==> config.mk <==
export PLATFORM = sky130hd
export DESIGN_NAME = tnet_cmd_dispatch_flat
export DESIGN_NICKNAME = d
export VERILOG_FILES = /design/src/rtl/tnet_cmd_dispatch_if.sv /design/src/rtl/tnet_cmd_dispatch.sv /design/src/flat_wrapper.sv
export SDC_FILE = /design/constraint.sdc
export NUM_CORES = 1
export LEC_CHECK = 0
export ABC_AREA = 1
export CORE_MARGIN = 1
export CORE_UTILIZATION = 35
export CTS_CLUSTER_DIAMETER = 120
export DETAILED_ROUTE_END_ITERATION = 12
export MAX_ROUTING_LAYER = met4
export PLACE_DENSITY = 0.66
export SYNTH_ARGS = -nofsm -noshare
export SYNTH_HDL_FRONTEND = slang
export SYNTH_SLANG_ARGS = --single-unit
==> constraint.sdc <==
create_clock -name user_clk_i -period 7.1 [get_ports user_clk_i]
set_input_delay 2.13 -clock user_clk_i [delete_from_list [all_inputs] [get_ports user_clk_i]]
set_output_delay 2.13 -clock user_clk_i [all_outputs]
set_load 0.05 [all_outputs]
==> src/rtl/tnet_cmd_dispatch_if.sv <==
// Signal bundle between the T-NET link controller, the command dispatcher and the core.
// The master side drives commands, sync, core ready and clear; the slave side is the dispatcher.
interface tnet_cmd_dispatch_if #(
  parameter int DEPTH = 8
);
  localparam int CW = $clog2(DEPTH) + 1;

  logic          cmd_req_i;
  logic [63:0]   cmd_h_i;
  logic [63:0]   cmd_dt_i;
  logic          sync_i;
  logic          core_vld_o;
  logic          core_rdy_i;
  logic [7:0]    core_op_o;
  logic [9:0]    core_src_o;
  logic [9:0]    core_step_o;
  logic [19:0]   core_arg_o;
  logic [63:0]   core_dt_o;
  logic          clr_i;
  logic [CW-1:0] fifo_cnt_o;
  logic [15:0]   drop_cnt_o;
  logic [15:0]   nop_cnt_o;
  logic          sync_to_o;
  logic [1:0]    debug_do;

  modport master (
    output cmd_req_i, cmd_h_i, cmd_dt_i, sync_i, core_rdy_i, clr_i,
    input  core_vld_o, core_op_o, core_src_o, core_step_o, core_arg_o, core_dt_o,
    input  fifo_cnt_o, drop_cnt_o, nop_cnt_o, sync_to_o, debug_do
  );

  modport slave (
    input  cmd_req_i, cmd_h_i, cmd_dt_i, sync_i, core_rdy_i, clr_i,
    output core_vld_o, core_op_o, core_src_o, core_step_o, core_arg_o, core_dt_o,
    output fifo_cnt_o, drop_cnt_o, nop_cnt_o, sync_to_o, debug_do
  );
endinterface

==> src/rtl/tnet_cmd_dispatch.sv <==
// T-NET command dispatcher: buffers link commands in a FIFO, drops NOPs, holds sync-flagged
// commands until the sync tick (or timeout) and hands them to the core on valid/ready.
module tnet_cmd_dispatch #(
  parameter int DEPTH   = 8,
  parameter int SYNC_TO = 1024
) (
  input  logic                  user_clk_i,
  input  logic                  user_rst_i,
  tnet_cmd_dispatch_if.slave    bus
);
  localparam int AW = $clog2(DEPTH);
  localparam int CW = AW + 1;

  typedef enum logic [1:0] {
    IDLE      = 2'd0,
    DECODE    = 2'd1,
    WAIT_SYNC = 2'd2,
    ISSUE     = 2'd3
  } state_t;

  logic [127:0]  mem [DEPTH];
  logic [AW-1:0] wr_ptr_reg;
  logic [AW-1:0] rd_ptr_reg;
  logic [CW-1:0] count_reg;
  logic [127:0]  hold_reg;
  logic [15:0]   tmo_reg;
  logic [15:0]   drop_reg;
  logic [15:0]   nop_reg;
  logic          sto_reg;
  state_t        state_reg;
  state_t        state_next;

  logic          full;
  logic          empty;
  logic          push;
  logic          pop;
  logic          nop_inc;
  logic          tmo_clr;
  logic          tmo_step;
  logic          tmo_fire;
  logic          vld;
  logic [16:0]   tmo_inc;
  logic          tmo_hit;
  logic [7:0]    hold_op;
  logic          hold_sync;
  logic          unused_hold_bits;

  assign full      = (count_reg == CW'(DEPTH));
  assign empty     = (count_reg == '0);
  // Full is judged on the registered occupancy, so a pop in the same cycle cannot rescue a write.
  assign push      = bus.cmd_req_i && !full;
  assign hold_op   = hold_reg[127:120];
  assign hold_sync = hold_reg[119];
  assign tmo_inc   = {1'b0, tmo_reg} + 17'd1;
  assign tmo_hit   = (tmo_inc == 17'(SYNC_TO));
  assign unused_hold_bits = ^{hold_reg[118:114], hold_reg[113:104]};

  always_ff @(posedge user_clk_i) begin
    if (push) begin
      mem[wr_ptr_reg] <= {bus.cmd_h_i, bus.cmd_dt_i};
    end
  end

  always_ff @(posedge user_clk_i or posedge user_rst_i) begin
    if (user_rst_i) begin
      wr_ptr_reg <= '0;
      rd_ptr_reg <= '0;
      count_reg  <= '0;
      hold_reg   <= '0;
    end else begin
      if (push) begin
        wr_ptr_reg <= wr_ptr_reg + AW'(1);
      end
      if (pop) begin
        rd_ptr_reg <= rd_ptr_reg + AW'(1);
        hold_reg   <= mem[rd_ptr_reg];
      end
      case ({push, pop})
        2'b10:   count_reg <= count_reg + CW'(1);
        2'b01:   count_reg <= count_reg - CW'(1);
        default: count_reg <= count_reg;
      endcase
    end
  end

  always_ff @(posedge user_clk_i or posedge user_rst_i) begin
    if (user_rst_i) begin
      state_reg <= IDLE;
    end else begin
      state_reg <= state_next;
    end
  end

  always_comb begin
    state_next = state_reg;
    case (state_reg)
      IDLE: begin
        if (!empty) state_next = DECODE;
      end
      DECODE: begin
        if (hold_op == 8'h00)  state_next = IDLE;
        else if (hold_sync)    state_next = WAIT_SYNC;
        else                   state_next = ISSUE;
      end
      WAIT_SYNC: begin
        // A sync tick in the timeout cycle still wins.
        if (bus.sync_i)        state_next = ISSUE;
        else if (tmo_hit)      state_next = IDLE;
      end
      ISSUE: begin
        if (bus.core_rdy_i)    state_next = IDLE;
      end
      default:                 state_next = IDLE;
    endcase
  end

  always_comb begin
    pop      = 1'b0;
    nop_inc  = 1'b0;
    tmo_clr  = 1'b0;
    tmo_step = 1'b0;
    tmo_fire = 1'b0;
    vld      = 1'b0;
    case (state_reg)
      IDLE:      pop      = !empty;
      DECODE: begin
        nop_inc = (hold_op == 8'h00);
        tmo_clr = 1'b1;
      end
      WAIT_SYNC: begin
        tmo_step = !bus.sync_i;
        tmo_fire = !bus.sync_i && tmo_hit;
      end
      ISSUE:     vld      = 1'b1;
      default:   vld      = 1'b0;
    endcase
  end

  always_ff @(posedge user_clk_i or posedge user_rst_i) begin
    if (user_rst_i) begin
      tmo_reg <= '0;
    end else if (tmo_clr) begin
      tmo_reg <= '0;
    end else if (tmo_step) begin
      tmo_reg <= tmo_inc[15:0];
    end
  end

  always_ff @(posedge user_clk_i or posedge user_rst_i) begin
    if (user_rst_i) begin
      drop_reg <= '0;
      nop_reg  <= '0;
      sto_reg  <= 1'b0;
    end else if (bus.clr_i) begin
      drop_reg <= '0;
      nop_reg  <= '0;
      sto_reg  <= 1'b0;
    end else begin
      if (bus.cmd_req_i && full && (drop_reg != 16'hFFFF)) drop_reg <= drop_reg + 16'd1;
      if (nop_inc && (nop_reg != 16'hFFFF))                nop_reg  <= nop_reg + 16'd1;
      if (tmo_fire)                                        sto_reg  <= 1'b1;
    end
  end

  assign bus.core_vld_o  = vld;
  assign bus.core_op_o   = hold_reg[127:120];
  assign bus.core_src_o  = hold_reg[103:94];
  assign bus.core_step_o = hold_reg[93:84];
  assign bus.core_arg_o  = hold_reg[83:64];
  assign bus.core_dt_o   = hold_reg[63:0];
  assign bus.fifo_cnt_o  = count_reg;
  assign bus.drop_cnt_o  = drop_reg;
  assign bus.nop_cnt_o   = nop_reg;
  assign bus.sync_to_o   = sto_reg;
  assign bus.debug_do    = state_reg;
endmodule

==> src/flat_wrapper.sv <==
// flat-port wrapper written by rule: the top's interface ports become plain ports
module tnet_cmd_dispatch_flat 
#(
  parameter int DEPTH   = 8,
  parameter int SYNC_TO = 1024
)
  (user_clk_i, user_rst_i, bus_cmd_req_i, bus_cmd_h_i, bus_cmd_dt_i, bus_sync_i, bus_core_rdy_i, bus_clr_i, bus_core_vld_o, bus_core_op_o, bus_core_src_o, bus_core_step_o, bus_core_arg_o, bus_core_dt_o, bus_fifo_cnt_o, bus_drop_cnt_o, bus_nop_cnt_o, bus_sync_to_o, bus_debug_do);
  tnet_cmd_dispatch_if #(.DEPTH(DEPTH)) bus_i ();
  input  logic user_clk_i;
  input  logic user_rst_i;
  input wire logic [$bits(bus_i.cmd_req_i)-1:0] bus_cmd_req_i;
  input wire logic [$bits(bus_i.cmd_h_i)-1:0] bus_cmd_h_i;
  input wire logic [$bits(bus_i.cmd_dt_i)-1:0] bus_cmd_dt_i;
  input wire logic [$bits(bus_i.sync_i)-1:0] bus_sync_i;
  input wire logic [$bits(bus_i.core_rdy_i)-1:0] bus_core_rdy_i;
  input wire logic [$bits(bus_i.clr_i)-1:0] bus_clr_i;
  output wire logic [$bits(bus_i.core_vld_o)-1:0] bus_core_vld_o;
  output wire logic [$bits(bus_i.core_op_o)-1:0] bus_core_op_o;
  output wire logic [$bits(bus_i.core_src_o)-1:0] bus_core_src_o;
  output wire logic [$bits(bus_i.core_step_o)-1:0] bus_core_step_o;
  output wire logic [$bits(bus_i.core_arg_o)-1:0] bus_core_arg_o;
  output wire logic [$bits(bus_i.core_dt_o)-1:0] bus_core_dt_o;
  output wire logic [$bits(bus_i.fifo_cnt_o)-1:0] bus_fifo_cnt_o;
  output wire logic [$bits(bus_i.drop_cnt_o)-1:0] bus_drop_cnt_o;
  output wire logic [$bits(bus_i.nop_cnt_o)-1:0] bus_nop_cnt_o;
  output wire logic [$bits(bus_i.sync_to_o)-1:0] bus_sync_to_o;
  output wire logic [$bits(bus_i.debug_do)-1:0] bus_debug_do;
  assign bus_i.cmd_req_i = bus_cmd_req_i;
  assign bus_i.cmd_h_i = bus_cmd_h_i;
  assign bus_i.cmd_dt_i = bus_cmd_dt_i;
  assign bus_i.sync_i = bus_sync_i;
  assign bus_i.core_rdy_i = bus_core_rdy_i;
  assign bus_i.clr_i = bus_clr_i;
  assign bus_core_vld_o = bus_i.core_vld_o;
  assign bus_core_op_o = bus_i.core_op_o;
  assign bus_core_src_o = bus_i.core_src_o;
  assign bus_core_step_o = bus_i.core_step_o;
  assign bus_core_arg_o = bus_i.core_arg_o;
  assign bus_core_dt_o = bus_i.core_dt_o;
  assign bus_fifo_cnt_o = bus_i.fifo_cnt_o;
  assign bus_drop_cnt_o = bus_i.drop_cnt_o;
  assign bus_nop_cnt_o = bus_i.nop_cnt_o;
  assign bus_sync_to_o = bus_i.sync_to_o;
  assign bus_debug_do = bus_i.debug_do;
  tnet_cmd_dispatch #(.DEPTH(DEPTH), .SYNC_TO(SYNC_TO)) u_core (.user_clk_i(user_clk_i), .user_rst_i(user_rst_i), .bus(bus_i));
endmodule
==> results_dict.tcl <==
set metrics [dict create \
    status "finished clean" \
    firstDrtPassIters 7 \
    cpPeakStageDelay_ns 0.77 \
    initial_core_util_pct 35.39 \
    synthMuxAreaShare_pct 0 \
    syn2layout_area_growth_pct 17.17 \
    synth_seq_cells 1078 \
    port-buffer-count 270 \
    cts_buffers 111 \
    setup_viol 0 \
    vias 26400 \
    cts.sinks 1078 \
    max_freq_mhz 230.6 \
    stdcell_count 5114 \
    synth_top_family_by_area "compound AO/OA/AOI/OAI gates" \
    wl_per_cell_microns 21.01 \
    cp-startpoint "bus_cmd_req_i" \
    hpwl_microns 55610 \
    ir_drop_mv 0.3813 \
    met3_usage_pct 4.003 \
    crit_path_top_delay_cell "nor2_4" \
    num_rows 127 \
    grt_overflow 0 \
    synthTopCellsByArea "edfxtp_1 (64%), dfrtp_1 (10%), o21ai_0 (5.8%)" \
    cts_root_buffer "clkbuf_16" \
    r2r_cells 6 \
    path_clk_slew_ns 0.06 \
    largest_reg_flops 904 \
    synth_xor_xnor_area_share_pct 0.2057 \
    crit_type "in -> reg" \
    synthAdderAreaFrac_pct 0.2822 \
    synth-simple-area-share_pct 9.514 \
    fin_skew_ns 0.07101 \
    top_usage_layer "met2" \
    clkLatencyLatePin_ns 0.72 \
    post-route-period-util_pct 61.09 \
    post_route_cells_drive_above_1_share_pct 7.067 \
    cp_cell_sequence "clkdlybuf4s50_1 -> nand2_1 -> inv_1 -> nand2_1 -> nor2_4 -> buf_12" \
    cts-resized-gates 0 \
    report.final.slew_viol_count 0 \
    syn-num-nets 3425 \
    yosysSeqAreaShare_pct 73.99 \
    cpMostUsedCell "nand2_1" \
    synth_area_leader_cell "edfxtp_1" \
    drt-initial-drc-count 2363 \
    worst_slew_pin_slew_ns 1.150 \
    place.gp.congestion 0.8441 \
    grt_pass1_vias 25710 \
    timing.final.hold_violations 0 \
    dieHeight_microns 350.8 \
    tritoncts "yes" \
    min_path_type "reg -> reg" \
    min_from "u_core.hold_reg[75]$_DFFE_PP0P_" \
    synth_compound_area_share_pct 11.31 \
    avgSynthCellArea_sq_um 12.97 \
    min_period_ns 4.337 \
    power.leakage_nw 16.80 \
    htree_levels 3 \
    nets 3525 \
    syn_area_sq_um 42570 \
    drc 0 \
    io-pin-count 286 \
    netlist_instances 3282 \
    netlist-cell-type-count 41 \
    cp-end-kind "flip-flop" \
    cts_setup_buffers 0 \
    relSlewSlack_pct 23.34 \
    rr_startpoint "u_core.rd_ptr_reg[0]$_DFFE_PP0P_" \
    crit_required_ns 7.40 \
    die_area_sq_um 123000 \
    crit_path_end "u_core.mem[1][42]$_DFFE_PP_" \
    viasPerCell 5.162 \
    synth_top_area_share_pct 63.77 \
    start_kind "primary input" \
    core_area_sq_um 120300 \
    reg2reg_to "u_core.hold_reg[37]$_DFFE_PP0P_" \
    grt_max_degree 218 \
    grtUsageMet2_pct 28.00 \
    clockBufferDepth 3 \
    path_max_fanout 58 \
    grt_pass1_wl_microns 160000 \
    totalWireLength_microns 107500 \
    ant_nets 0 \
    die_x_microns 350.8 \
    utilization_pct 41.47 \
    ys_warn_count 0 \
    r2r_slack_ns 3.51 \
    hold_buffers 0 \
    crit_arrival_ns 4.64 \
    grt_usage_pct 17.68 \
    rsz0062_at_grt "false" \
    grt_util_met1_pct 22.92 \
    antenna_found_initial 23 \
    cellPowerDensity_nw_per_um2 434.7 \
    dpl.cell_count 4881 \
    maxCapViolCount 0 \
]
-- Yosys cell counts (all sizes together) --
| cell type | n |
|---|---|
| a211oi | 1 |
| a21oi | 19 |
| a31oi | 3 |
| and2 | 1 |
| and3 | 1 |
| buf | 168 |
| clkbuf | 150 |
| clkinv | 2 |
| dfrtp | 174 |
| edfxtp | 904 |
| fa | 1 |
| ha | 8 |
| inv | 78 |
| nand2 | 330 |
| nand3 | 118 |
| nand4 | 16 |
| nor2 | 513 |
| nor3 | 17 |
| nor3b | 1 |
| nor4 | 1 |
| o211ai | 28 |
| o21a | 2 |
| o21ai | 495 |
| o221ai | 198 |
| o22ai | 37 |
| o31ai | 3 |
| or2 | 3 |
| xnor2 | 1 |
| xor2 | 9 |
-- worst max-delay path, delay by kind of cell --
family	cells	cell delay (ns)
simple gates	3	1.26
buf+inv	3	1.15
-- where the power goes --
group          switching [W]  internal (W)
combinational        0.00521       0.00197
sequential          0.000572       0.00807
clock                0.00251       0.00335
-- how the worst min path moves through the flow --
| stage | to | depth (start not counted) | slack, ns |
|---|---|---|---|
| finish | u_core.hold_reg[75]$_DFFE_PP0P_ | 2 | 0.48 |
| global route | u_core.hold_reg[59]$_DFFE_PP0P_ | 2 | 0.49 |
| CTS | u_core.hold_reg[75]$_DFFE_PP0P_ | 2 | 0.48 |
| detailed placement | u_core.hold_reg[8]$_DFFE_PP0P_ | 2 | 0.47 |
| global placement | u_core.hold_reg[22]$_DFFE_PP0P_ | 2 | 0.46 |
| floorplan | u_core.hold_reg[0]$_DFFE_PP0P_ | 2 | 0.45 |
-- metal layers --
metal | vias to the layer above | wire length, microns | part of all wire [%]
met5 | - | 0 | 0
met4 | 0 | 1882 | 1.8
met3 | 136 | 7796 | 7.3
met2 | 790 | 51450 | 48
met1 | 13260 | 46340 | 43
li1 | 12210 | - | -
-- final cells by class --
cell class	instances	area (sq um)
Clock inverter	64	691.9
Clock buffer	148	3057
Inverter	80	325.3
Antenna cell	21	52.55
Multi-Input combinational cell	1806	9149
Fill cell	10970	70410
Timing Repair Buffer	305	3078
Sequential cell	1078	31510
Tap cell	1612	2017
-- cells in the final DEF (no fill, tap or decap), types with 18 or more instances in the layout --
master           instances
a21oi_1                 18
buf_4                   26
clkbuf_1                23
clkbuf_16              111
clkdlybuf4s50_1        270
clkinv_2                27
dfrtp_1                171
diode_2                 21
edfxtp_1               904
inv_1                   71
nand2_1                327
nand3_1                118
nor2_1                 502
o211ai_1                28
o21ai_0                490
o221ai_1               198
o22ai_1                 37
-- stage by stage --
| step | hold WS (ns) | cell area (sq um) | worst slack [ns] | total power (W) | setup TNS [ns] |
|---|---|---|---|---|---|
| 2_1_floorplan | 0.4503 | 42580 | -0.7268 | 0.01390 | -328.52 |
| 3_3_place_gp | 0.4631 | 46080 | 2.021 | 0.01592 | 0 |
| 3_5_place_dp | 0.4652 | 46080 | 1.972 | 0.01605 | 0 |
| 4_1_cts | 0.4812 | 49830 | 2.699 | 0.02193 | 0 |
| 5_1_grt | 0.4948 | 49880 | 2.611 | 0.02283 | 0 |
| 6_report | 0.4778 | 49880 | 2.763 | 0.02168 | 0 |
-- kinds of logic after synthesis --
logic type      count (synthesis)
xor+xnor                       10
fa+ha+maj                       9
flops                        1078
compound gates                786
simple gates                 1001
buf+inv                       398
Power figures use the tool's default switching activity.
